==> src/rtl/uart_tx_arbiter.sv <==
// Bus-master that configures the UART after reset, then shares its TX path between
// N_REQ byte-stream requesters with packet-granular round-robin arbitration.
module uart_tx_arbiter #(
  parameter int          N_REQ     = 4,
  parameter logic [31:0] BASE_ADDR = 32'h0,
  parameter logic [6:0]  UART_CFG  = 7'h62,
  parameter logic [1:0]  UART_EN   = 2'b10
) (
  input  logic               clk_i,
  input  logic               rst_i,
  input  logic [N_REQ-1:0]   req_valid_i,
  input  logic [8*N_REQ-1:0] req_data_i,
  input  logic [N_REQ-1:0]   req_last_i,
  output logic [N_REQ-1:0]   req_ready_o,
  output logic [N_REQ-1:0]   grant_o,
  output logic               init_done_o,
  output logic               uart_req_o,
  output logic               uart_we_o,
  output logic [3:0]         uart_be_o,
  output logic [31:0]        uart_addr_o,
  output logic [31:0]        uart_wdata_o,
  input  logic [31:0]        uart_rdata_i,
  input  logic               uart_rvalid_i
);

  localparam int PTR_W = (N_REQ > 1) ? $clog2(N_REQ) : 1;

  localparam logic [7:0] OFF_TXDATA = 8'h04;
  localparam logic [7:0] OFF_STATUS = 8'h08;
  localparam logic [7:0] OFF_ENABLE = 8'h0C;
  localparam logic [7:0] OFF_PARAM  = 8'h10;

  typedef enum logic [2:0] {INIT_CFG, INIT_EN, IDLE, POLL, CHECK, SEND} state_e;

  state_e            state_q, state_d;
  logic              run_q;
  logic [PTR_W-1:0]  ptr_q, ptr_d;
  logic [PTR_W-1:0]  owner_q, owner_d;
  logic [N_REQ-1:0]  grant_q, grant_d;
  logic              init_done_q, init_done_d;
  logic [PTR_W-1:0]  win_idx;
  logic              win_found;
  logic [PTR_W:0]    cand;
  logic [7:0]        owner_byte;
  logic [PTR_W-1:0]  ptr_after_owner;
  logic [7:0]        bus_off;
  logic              bus_req;
  logic              unused_rdata;

  // run_q holds the bus quiet for the first cycle after reset so every output reads zero then
  always_ff @(posedge clk_i) begin
    if (rst_i) begin
      state_q     <= INIT_CFG;
      run_q       <= 1'b0;
      ptr_q       <= '0;
      owner_q     <= '0;
      grant_q     <= '0;
      init_done_q <= 1'b0;
    end else begin
      state_q     <= state_d;
      run_q       <= 1'b1;
      ptr_q       <= ptr_d;
      owner_q     <= owner_d;
      grant_q     <= grant_d;
      init_done_q <= init_done_d;
    end
  end

  // Round-robin search starting at ptr_q, wrapping modulo N_REQ
  always_comb begin
    win_found = 1'b0;
    win_idx   = '0;
    cand      = '0;
    for (int i = 0; i < N_REQ; i++) begin
      cand = {1'b0, ptr_q} + (PTR_W+1)'(i);
      if (cand >= (PTR_W+1)'(N_REQ)) cand = cand - (PTR_W+1)'(N_REQ);
      if (!win_found && req_valid_i[cand[PTR_W-1:0]]) begin
        win_found = 1'b1;
        win_idx   = cand[PTR_W-1:0];
      end
    end
  end

  assign owner_byte      = req_data_i[{owner_q, 3'b000} +: 8];
  assign ptr_after_owner = (owner_q == PTR_W'(N_REQ-1)) ? '0 : owner_q + PTR_W'(1);
  assign unused_rdata    = ^{uart_rdata_i[31:2], uart_rdata_i[0]};

  always_comb begin
    state_d      = state_q;
    ptr_d        = ptr_q;
    owner_d      = owner_q;
    grant_d      = grant_q;
    init_done_d  = init_done_q;
    bus_req      = 1'b0;
    bus_off      = 8'h00;
    uart_we_o    = 1'b0;
    uart_wdata_o = '0;
    req_ready_o  = '0;
    unique case (state_q)
      INIT_CFG: begin
        if (run_q) begin
          bus_req      = 1'b1;
          uart_we_o    = 1'b1;
          bus_off      = OFF_PARAM;
          uart_wdata_o = {25'b0, UART_CFG};
          state_d      = INIT_EN;
        end
      end
      INIT_EN: begin
        bus_req      = 1'b1;
        uart_we_o    = 1'b1;
        bus_off      = OFF_ENABLE;
        uart_wdata_o = {30'b0, UART_EN};
        init_done_d  = 1'b1;
        state_d      = IDLE;
      end
      IDLE: begin
        if (win_found) begin
          owner_d          = win_idx;
          grant_d          = '0;
          grant_d[win_idx] = 1'b1;
          state_d          = POLL;
        end
      end
      POLL: begin
        bus_req = 1'b1;
        bus_off = OFF_STATUS;
        state_d = CHECK;
      end
      CHECK: begin
        // A full FIFO or a stalled owner both re-poll; the grant is never released here
        if (uart_rvalid_i) begin
          if (uart_rdata_i[1] || !req_valid_i[owner_q]) state_d = POLL;
          else                                         state_d = SEND;
        end
      end
      SEND: begin
        bus_req              = 1'b1;
        uart_we_o            = 1'b1;
        bus_off              = OFF_TXDATA;
        uart_wdata_o         = {24'b0, owner_byte};
        req_ready_o[owner_q] = 1'b1;
        if (req_last_i[owner_q]) begin
          grant_d = '0;
          ptr_d   = ptr_after_owner;
          state_d = IDLE;
        end else begin
          state_d = POLL;
        end
      end
      default: state_d = INIT_CFG;
    endcase
  end

  assign uart_req_o  = bus_req;
  assign uart_be_o   = bus_req ? 4'hF : 4'h0;
  assign uart_addr_o = bus_req ? BASE_ADDR + {24'h0, bus_off} : 32'h0;
  assign grant_o     = grant_q;
  assign init_done_o = init_done_q;

endmodule

==> config.mk <==
export PLATFORM = sky130hd
export DESIGN_NAME = uart_tx_arbiter
export DESIGN_NICKNAME = d
export VERILOG_FILES = /design/src/rtl/uart_tx_arbiter.sv
export SDC_FILE = /design/constraint.sdc
export NUM_CORES = 1
export LEC_CHECK = 0
export BUFFER_PORTS_ARGS = -buffer_cell sky130_fd_sc_hd__buf_2
export CAP_MARGIN = 25
export CORE_MARGIN = 2
export CORE_UTILIZATION = 38
export DETAILED_ROUTE_END_ITERATION = 7
export GPL_ROUTABILITY_DRIVEN = 0
export PLACE_DENSITY = 0.86
export SLEW_MARGIN = 15
export SYNTH_ARGS = -nofsm -noshare
export SYNTH_HDL_FRONTEND = slang
export SYNTH_SLANG_ARGS = --single-unit
==> constraint.sdc <==
create_clock -name clk_i -period 2.56 [get_ports clk_i]
set_clock_uncertainty 0.15 [all_clocks]
set_input_delay 0.256 -clock clk_i [delete_from_list [all_inputs] [get_ports clk_i]]
set_output_delay 0.256 -clock clk_i [all_outputs]
set_load 0.01 [all_outputs]
# Word-level counts from Yosys, hierarchy flattened
# Index checks and enable logic that the tools add are counted.
[totals]
inputBits = 75
latchBits = 0
ramBits = 0
mem_bits_ro = 0
mem_count = 0
regBits = 13
[op_classes]
magnitude_cmp = 12
n_reduce_logical = 18
n_mux = 49
bitwise_logic = 0
eq_ne = 10
addsub = 8
div_mod_pow = 0
shifts = 1
mul = 0
[ops]
columns = ["operator", "n"]
rows = [
  ["$shiftx 32x6->8", 1],
  ["$pmux 8 s3", 1],
  ["$pmux 5 s4", 1],
  ["$lt 2x3->1 const B", 6],
  ["$mux 2", 9],
  ["$pmux 3 s6", 1],
  ["$mux 4", 4],
  ["$mux 1", 15],
  ["$bmux 1 s2", 6],
  ["$mux 3", 4],
  ["$ge 3x3->1 const B", 3],
  ["$mux 8", 1],
  ["$ne 2x2->1 const B", 4],
  ["$pmux 4 s2", 1],
  ["$sub 2x1->2 const B", 4],
  ["$mux 7", 1],
  ["$add 2x2->3 const B", 2],
  ["$eq 3x2->1 const B", 2],
  ["$eq 3x3->1 const B", 2],
  ["$reduce_and 3->1", 2],
  ["$logic_and 1x1->1", 5],
  ["$mux 5", 1],
  ["$demux 1 s2", 2],
  ["$ge 2x1->1 const B", 2],
  ["other kinds (13)", 18],
]

# Depth between registers and ports, before layout
# Gate-level depths: netlist of the first run.
[depth]
depth_word = 20
ltp_mapped = 6

# Least setup slack after synthesis of the first run
# No wires, ideal clock.
[synth_timing]
path_kind = "reg2out"
startpoint = "register owner_q[0]"
endpoint = "output port uart_wdata_o[0]"
arrival_time_ns = 1.330
slack_ns = 0.824
stages_incl_launch_ff = 4
path_cell_list = "dfxtp_1 clkbuf_8 mux4_2 and2_1"
[synth_between]
elab_chain_cells = 2
[synth_lines]
columns = ["item", "line", "source"]
rows = [
  ["from (decl)", "38", "logic [PTR_W-1:0] owner_q, owner_d;"],
  ["from (signal assigned)", "63", "owner_q <= owner_d;"],
  ["$shiftx 32x6->8", "84", "assign owner_byte = req_data_i[{owner_q, 3'b000} +: 8];"],
  ["$pmux 8 s3", "99", "unique case (state_q)"],
  ["to (decl)", "21", "output logic [31:0] uart_wdata_o,"],
]
# No other way between the ends.

# Final worst setup path of the first run
[layout_timing]
startpoint = "register owner_q[0]"
endpoint = "output port uart_wdata_o[4]"
# The elaborated chain is that of the path after synthesis.

==> results of run 1 <==
==> layer usage <==
| metal | global-route usage | vias to the layer above |
|---|---|---|
| li1 | - | 604 |
| met1 | 0.179 | 562 |
| met2 | 0.234 | 72 |
| met3 | 0.0439 | 2 |
| met4 | 0.0179 | 0 |
| met5 | 0 | - |
==> sequential cells by signal (all words and copies together), names as in the netlist <==
| signal | count |
|---|---|
| grant_o | 4 |
| ptr_q | 2 |
| run_q | 1 |
| init_done_o | 1 |
| owner_q | 2 |
| state_q | 3 |
==> layout make-up <==
class / count / area [µm²] / share of cell area
repair buffers: 70 / 353 / 0.213
clock inverters: 1 / 5.00 / 0.00301
flip-flops and latches: 13 / 260 / 0.157
inverters: 8 / 30.0 / 0.0181
well taps: 48 / 60.1 / 0.0362
clock buffers: 3 / 41.3 / 0.0249
multi-input cells: 140 / 911 / 0.549
==> power groups by stage <==
| stage | registers, µW | logic [µW] | clock network, µW |
|---|---|---|---|
| finish | 231 | 230 | 185 |
| global route | 234 | 261 | 200 |
| CTS | 231 | 230 | 190 |
| detailed placement | 235 | 230 | 0 |
| global placement | 235 | 226 | 0 |
| floorplan | 230 | 231 | 0 |
==> cells in the final DEF (no fill, tap or decap), types with 2 or more instances in the layout <==
| master | synthesis | final |
|---|---|---|
| inv_1 | 8 | 8 |
| nor2b_1 | 4 | 4 |
| buf_2 | 0 | 69 |
| a21oi_1 | 7 | 7 |
| mux2i_1 | 2 | 2 |
| conb_1 | 1 | 53 |
| nand2b_1 | 5 | 5 |
| nand3_1 | 2 | 2 |
| mux4_1 | 2 | 2 |
| dfxtp_1 | 13 | 13 |
| o41ai_1 | 4 | 4 |
| nand2_1 | 11 | 11 |
| nand4_1 | 4 | 4 |
| clkbuf_8 | 1 | 3 |
| a311oi_1 | 2 | 2 |
| or3_1 | 4 | 4 |
| o21ai_0 | 2 | 2 |
| nor2_1 | 8 | 8 |
| ha_1 | 4 | 4 |
| mux4_2 | 8 | 8 |
| and2_1 | 10 | 10 |
==> worst max-delay path, stage by stage (launching register included) <==
cell	delay [ps]
dfxtp_1	680
buf_4	250
mux4_2	490
and2_1	160
buf_2	130
==> stage by stage <==
| step | std cells | utilization | power (µW) | hold slack [ps] |
|---|---|---|---|---|
| 2_1_floorplan | 224 | - | 462 | 210 |
| 3_3_place_gp | 279 | 0.434 | 461 | 284 |
| 3_5_place_dp | 279 | 0.434 | 464 | 298 |
| 4_1_cts | 283 | 0.447 | 651 | 167 |
| 5_1_grt | 283 | 0.447 | 694 | 202 |
| 6_report | 283 | 0.447 | 646 | 173 |
==> kinds of logic after synthesis <==
| group | count (synthesis) |
|---|---|
| buf+inv | 71 |
| other cells | 1 |
| compound gates | 18 |
| flops | 13 |
| fa+ha+maj | 4 |
| simple gates | 53 |
| mux | 12 |
==> worst max path at each step <==
stage	from	to	slack, ps
floorplan	owner_q[0]$_SDFFE_PP0P_	uart_wdata_o[0]	820
global placement	owner_q[0]$_SDFFE_PP0P_	uart_wdata_o[2]	420
detailed placement	owner_q[0]$_SDFFE_PP0P_	uart_wdata_o[2]	430
CTS	owner_q[0]$_SDFFE_PP0P_	uart_wdata_o[2]	160
global route	owner_q[0]$_SDFFE_PP0P_	uart_wdata_o[2]	30
finish	owner_q[0]$_SDFFE_PP0P_	uart_wdata_o[4]	190
==> key figures, run 1 <==
CTS
  • Longest Clk Path Bufs: 2
  • Post_cts resized: 0
  • Total CTS buffers: 3
  • Clock Tree Root: clkbuf_8
  • # clock sinks: 13
  • H-tree levels: 1
  • Hold-fix buffers, CTS: 0
  • Clk Latency, worst-skew pair: 240 ps
  • # Post-CTS Setup Buffers: 0
  • CTS tree: yes
  • Clock-pin transition on the worst setup and hold timing paths: ~60 ps

Worst setup path
  • R2r worst-path depth: 4
  • CP arrival: between 1500 and 2000 ps
  • Type of origin of the critical path: flip-flop
  • CP endpoint kind: output port
  • Reg-to-reg endpoint: ptr_q[1]$_SDFFE_PP0P_
  • Max FO, Critical Path: 12
  • Critical R2R Launch: owner_q[0]$_SDFFE_PP0P_
  • Worst Path Required: 2150 ps
  • R2r setup slk: 630 ps
  • Setup CP Type: reg -> out

Pwr
  • P_sw: 227 µW
  • P_leak: 0.000885 µW
  • Power Internal: between 400 and 500 µW
  • Peak VDD IR: 0.196 mV
  • Power Density: 389 nW/µm²
  • Comb pwr share: 0.356
  • Reg power frac: 0.357
  • Net Sw Frac: 0.351
  • Clock network power share: 0.286

Finish
  • # diodes: 0
  • Layout Nets: 315
  • Design Area, Final: 1660 µm²
  • Area growth syn-to-layout: 12.0%
  • Layout fillers: approximately 380
  • Proportion of layout cells with a drive suffix above 1: 0.362

Routing
  • TritonRoute pass-1 iters: 4
  • Wire length on met1: 1220 µm
  • Final ANT Viol Nets: 0
  • Met2 routed WL: 1510 µm
  • Via density: 4.38
  • Drt total wl: 3020 µm
  • Max layer used: met4
  • Met3 routed WL: ~280 µm
  • # DRC: 0
  • DRT iter0 DRCs: 41
  • Routed len/inst: 10.7 µm
  • Total number of vias: between 1000 and 1500

Yosys
  • Seq cells post-synth: 13
  • Cells after synthesis: 172
  • EDFF count, synth: 0
  • Post-Synthesis Cell Area: 1480 µm²
  • Xor/xnor cell area share of the yosys netlist: 0
  • Largest family of logic cells by synthesized area: buffers and inverters
  • Syn_area_per_cell: 8.62 µm²
  • Synth Area in Compound Gates: 0.0802
  • Most numerous cell in the Yosys netlist: buf_4
  • Async set or reset register ratio after synthesis: 0
  • Register area share after synthesis: 0.176
  • Simple-Gate Fraction of Synth Area: 0.196
  • Area leader, netlist: buf_4
  • Mux share of post-synthesis cell area: 0.170
  • Synth area leaders: buf_4 (29%), dfxtp_1 (18%), mux4_2 (12%)
  • Netlist cell types: 33
  • Ys flop type: dfxtp_1
  • Top cell type's share of synthesized area: 0.294
  • Synth Area in Adders: 0.0338
  • Most frequent cells after synthesis: buf_4 (58), dfxtp_1 (13), nand2_1 (11)
  • Synth Warn #: 0

Run
  • Max_cap viols: 0

Timing
  • Setup WS post-layout: just under 200 ps
  • RSZ-0062 raised after global routing: false
  • Setup TNS: 0 ps
  • Final period util: 0.924
  • Max Slew Vio Count: 0
  • Final setup vio count: 0
  • Worst-Margin Slew: 566 ps
  • Min Clock Period, post-route: 2370 ps
  • Final hold vios: 0
  • Slew HR: 0.622
  • Fmax: 423 MHz

GRT
  • Number of global-route vias before repair: 1078
  • Grt ovf: 0
  • Largest net degree at the start of global routing: 15
  • First-pass GRT wire length: just under 5000 µm
  • Gr usage total: 0.139
  • Initial antenna violation count: 0

Hold path
  • WHS Endpoint: state_q[2]$_SDFFE_PP0P_
  • Worst min-delay path class: in -> reg
  • Worst min-delay path startpoint: uart_rvalid_i
  • Hold path cells: 3

Run status
  • Status: finished, final reports clean

Floorplanning
  • Core area: roughly 3700 µm²
  • Die X: 66.5 µm
  • Die footprint: 4420 µm²
  • Height of the die: ~66 µm
  • # IOs: 154
  • # rows: 22
  • Initial Util: 0.399

Place
  • Final HPWL DP: between 2000 and 3000 µm
  • Placed inst area: 1610 µm²
  • Buffers on Ports: 69
  • DP Worst Slack: 432 ps
Note: power is estimated with default switching activity, not from simulation.
==> inputs of run 2 (changes only) <==
--- a/config.mk
+++ b/config.mk
@@ -5,13 +5,14 @@
 export SDC_FILE = /design/constraint.sdc
 export NUM_CORES = 1
 export LEC_CHECK = 0
+export ABC_AREA = 1
 export BUFFER_PORTS_ARGS = -buffer_cell sky130_fd_sc_hd__buf_2
 export CAP_MARGIN = 25
 export CORE_MARGIN = 2
-export CORE_UTILIZATION = 38
+export CORE_UTILIZATION = 42
 export DETAILED_ROUTE_END_ITERATION = 7
 export GPL_ROUTABILITY_DRIVEN = 0
-export PLACE_DENSITY = 0.86
+export PLACE_DENSITY = 0.88
 export SLEW_MARGIN = 15
 export SYNTH_ARGS = -nofsm -noshare
 export SYNTH_HDL_FRONTEND = slang
==> run 2 against run 1 <==
Net effect:
- register-to-register slack worse by 100 ps
- count of clock-buffer cells in the layout up 1
- setup slack better by 240 ps
- sequential cell count unchanged
- worst hold slack worse by 31 ps
- core utilization up 3.8 points
- non-clock buffer count up 1
- combinational power rose to 3.1 times the previous value
- global-route usage up 2.2 points
- total power up 79%
- critical path type unchanged
- critical endpoint is now uart_wdata_o[5]
- largest cell class unchanged
- largest power group is now combinational logic
- highest routed layer unchanged
==> key figures, run 2 <==
Yosys
  • Mux share of post-synthesis cell area: 0 (was 0.170)
  • Post-Synthesis Cell Area: 1780 µm² (was 1480 µm²)
  • Async set or reset register ratio after synthesis: 0 (unchanged)
  • Netlist cell types: 36 (was 33)
  • Synth Area in Compound Gates: 0.146 (was 0.0802)
  • Synth area leaders: buf_4 (24%), dfxtp_1 (15%), nand2_1 (9.5%) (was buf_4 (29%), dfxtp_1 (18%), mux4_2 (12%))
  • Cells after synthesis: 289 (was 172)
  • Seq cells post-synth: 13 (unchanged)
  • Largest family of logic cells by synthesized area: buffers and inverters (unchanged)
  • Ys flop type: dfxtp_1 (unchanged)
  • Synth Area in Adders: 0.0282 (was 0.0338)
  • Top cell type's share of synthesized area: 0.241 (was 0.294)
  • EDFF count, synth: 0 (unchanged)
  • Area leader, netlist: buf_4 (unchanged)
  • Xor/xnor cell area share of the yosys netlist: 0 (unchanged)
  • Most frequent cells after synthesis: buf_4 (57), nand2_1 (45), nor2_1 (37) (was buf_4 (58), dfxtp_1 (13), nand2_1 (11))
  • Most numerous cell in the Yosys netlist: buf_4 (unchanged)
  • Simple-Gate Fraction of Synth Area: 0.338 (was 0.196)
  • Synth Warn #: 0 (unchanged)
  • Syn_area_per_cell: 6.14 µm² (was 8.62 µm²)
  • Register area share after synthesis: 0.147 (was 0.176)

Routing
  • TritonRoute pass-1 iters: 4 (unchanged)
  • Final ANT Viol Nets: 0 (unchanged)
  • # DRC: 0 (unchanged)
  • DRT iter0 DRCs: 68 (was 41)
  • Total number of vias: 1794 (was 1240)
  • Drt total wl: 3990 µm (was 3020 µm)
  • Via density: 4.50 (was 4.38)
  • Routed len/inst: 10.0 µm (was 10.7 µm)

Pwr
  • Peak VDD IR: 0.226 mV (was 0.196 mV)
  • Power Density: 592 nW/µm² (was 389 nW/µm²)
  • P_leak: 0.00113 µW (was 0.000885 µW)

CTS
  • Total CTS buffers: 3 (unchanged)
  • CTS tree: yes (unchanged)
  • Post_cts resized: 0 (unchanged)
  • # clock sinks: 13 (unchanged)
  • Clock Tree Root: clkbuf_8 (unchanged)
  • Longest Clk Path Bufs: 2 (unchanged)
  • Clock-pin transition on the worst setup and hold timing paths: 50 ps (was 60 ps)
  • H-tree levels: 1 (unchanged)
  • Hold-fix buffers, CTS: 0 (unchanged)
  • # Post-CTS Setup Buffers: 0 (unchanged)
  • Clk Latency, worst-skew pair: 240 ps (about the same)

Finish
  • Area growth syn-to-layout: 10.1% (was 12.0%)
  • Layout Nets: 429 (was 315)
  • Most frequent cells in the layout: buf_2 (69), conb_1 (53), nand2_1 (45) (was buf_2 (69), conb_1 (53), dfxtp_1 (13))
  • # diodes: 0 (unchanged)
  • Layout Cells excl Fill: 399 (was 283)
  • Commonest non-fill, non-tap cell in the layout: buf_2 (unchanged)
  • Proportion of layout cells with a drive suffix above 1: 0.281 (was 0.362)
  • Max reg flops: 4 (unchanged)

GRT
  • First-pass GRT wire length: 6670 µm (was 4800 µm)
  • Grt ovf: 0 (unchanged)
  • Number of global-route vias before repair: 1567 (was 1078)
  • Initial antenna violation count: 0 (unchanged)
  • Largest net degree at the start of global routing: 24 (was 15)
  • Gr usage total: 0.162 (was 0.139)

Worst setup path
  • R2r worst-path depth: 10 (was 4)
  • Slowest CP cell: dfxtp_1 (unchanged)
  • CP cell instances: inv_1 > nor2_1 > inv_1 > nor2_1 > inv_1 > a221o_1 > nand2_1 > buf_2 (was buf_4 > mux4_2 > and2_1 > buf_2)
  • Setup CP Type: reg -> out (unchanged)
  • Critical Path Stages: 8 (was 4)
  • Worst path most repeated cell: inv_1
  • Worst Path Required: 2150 ps (about the same)
  • CP delay by family, top: buffers and inverters (was flip-flops)
  • Type of origin of the critical path: flip-flop (unchanged)
  • Largest stage delay, worst path: 350 ps (was 680 ps)
  • Crit path buf inv count: 4 (was 2)
  • CP arrival: 1720 ps (was 1960 ps)
  • CP endpoint kind: output port (unchanged)
  • Max FO, Critical Path: 12 (unchanged)

Timing
  • Slew HR: 0.624 (was 0.622)
  • RSZ-0062 raised after global routing: false (unchanged)
  • Min Clock Period, post-route: 2120 ps (was 2370 ps)
  • Final setup vio count: 0 (unchanged)
  • Worst-Margin Slew: 563 ps (was 566 ps)
  • Max Slew Vio Count: 0 (unchanged)
  • Final hold vios: 0 (unchanged)
  • Setup TNS: 0 ps (unchanged)
  • Hold WS: 143 ps (was 173 ps)
  • Final period util: 0.829 (was 0.924)
  • Fmax: 471 MHz (was 423 MHz)

Run
  • Max_cap viols: 0 (unchanged)

Run status
  • Status: finished, final reports clean (unchanged)

Floorplanning
  • Height of the die: 69.0 µm (was 66.5 µm)
  • # IOs: 154 (unchanged)
  • Die X: 69.0 µm (was 66.5 µm)
  • Die footprint: 4760 µm² (was 4420 µm²)
  • # rows: 23 (was 22)
  • Core area: 4030 µm² (was 3720 µm²)
  • Initial Util: 0.441 (was 0.399)

Place
  • Final HPWL DP: 3220 µm (was 2540 µm)
  • Buffers on Ports: 69 (unchanged)
  • Placed cell count: 395 (was 279)

Hold path
  • Worst min-delay path class: in -> reg (unchanged)
  • Hold path cells: 3 (unchanged)
## run 2: changes by cell type in the layout (fill, tap and decap cells not counted), moves of 5 or more
cell / delta
nand2_1: +34
nand3_1: +18
mux4_2: -8
o21ai_0: +13
nor2_1: +29
nand2b_1: -5
inv_1: +19
and2_1: -10
nand2_2: +10
a21oi_1: +15
## run 2: cell type report
class	instances	area, µm²
Timing Repair Buffer	71	360
Sequential cell	13	260
Multi-Input combinational cell	230	1110
Tap cell	50	62.6
Clock buffer	4	45.0
Fill cell	412	2070
Inverter	31	119
## run 2: kinds of logic (layout without fill, tap and decap cells)
family	after synthesis	after routing
fa+ha+maj	4	4
compound gates	47	47
simple gates	126	126
other cells	1	53
buf+inv	98	106
flops	13	13
## run 2: final timing paths
check / slack [ps] / to / start
hold reg to reg: 320 / init_done_o$_SDFFE_PP0P_ / init_done_o$_SDFFE_PP0P_
setup / recovery: 440 / uart_wdata_o[5] / state_q[0]$_SDFFE_PP0P_
hold / removal: 140 / state_q[2]$_SDFFE_PP0P_ / uart_rvalid_i
setup reg to reg: 530 / owner_q[0]$_SDFFE_PP0P_ / ptr_q[0]$_SDFFE_PP0P_
## run 2: metal layers
| layer | vias up | wire (µm) | global-route usage | share of wire |
|---|---|---|---|---|
| li1 | 930 | - | - | - |
| met1 | 766 | 1650 | 0.194 | 0.41 |
| met2 | 89 | 1870 | 0.281 | 0.47 |
| met3 | 9 | 395 | 0.0453 | 0.099 |
| met4 | 0 | 69 | 0.0436 | 0.017 |
| met5 | - | 0 | 0 | 0 |
## run 2: where the power goes
part / internal, µW / switching (µW)
Combinational: 247 / 463
Clock: 110 / 74.2
Sequential: 238 / 24.8
## run 2: worst min-delay path: stages
cell     delay (ps)
buf_2            70
or2_2           100
a21oi_1          50
## run 2: stage by stage
| step | total power [µW] | area (µm²) | util | setup slack, ps |
|---|---|---|---|---|
| finish | 1160 | 1950 | 0.485 | 438 |
| detailed placement | 975 | 1910 | 0.474 | 569 |
| CTS | 1160 | 1950 | 0.485 | 437 |
| floorplan | 874 | 1970 | - | 757 |
| global route | 1280 | 1950 | 0.485 | 273 |
| global placement | 960 | 1910 | 0.474 | 627 |
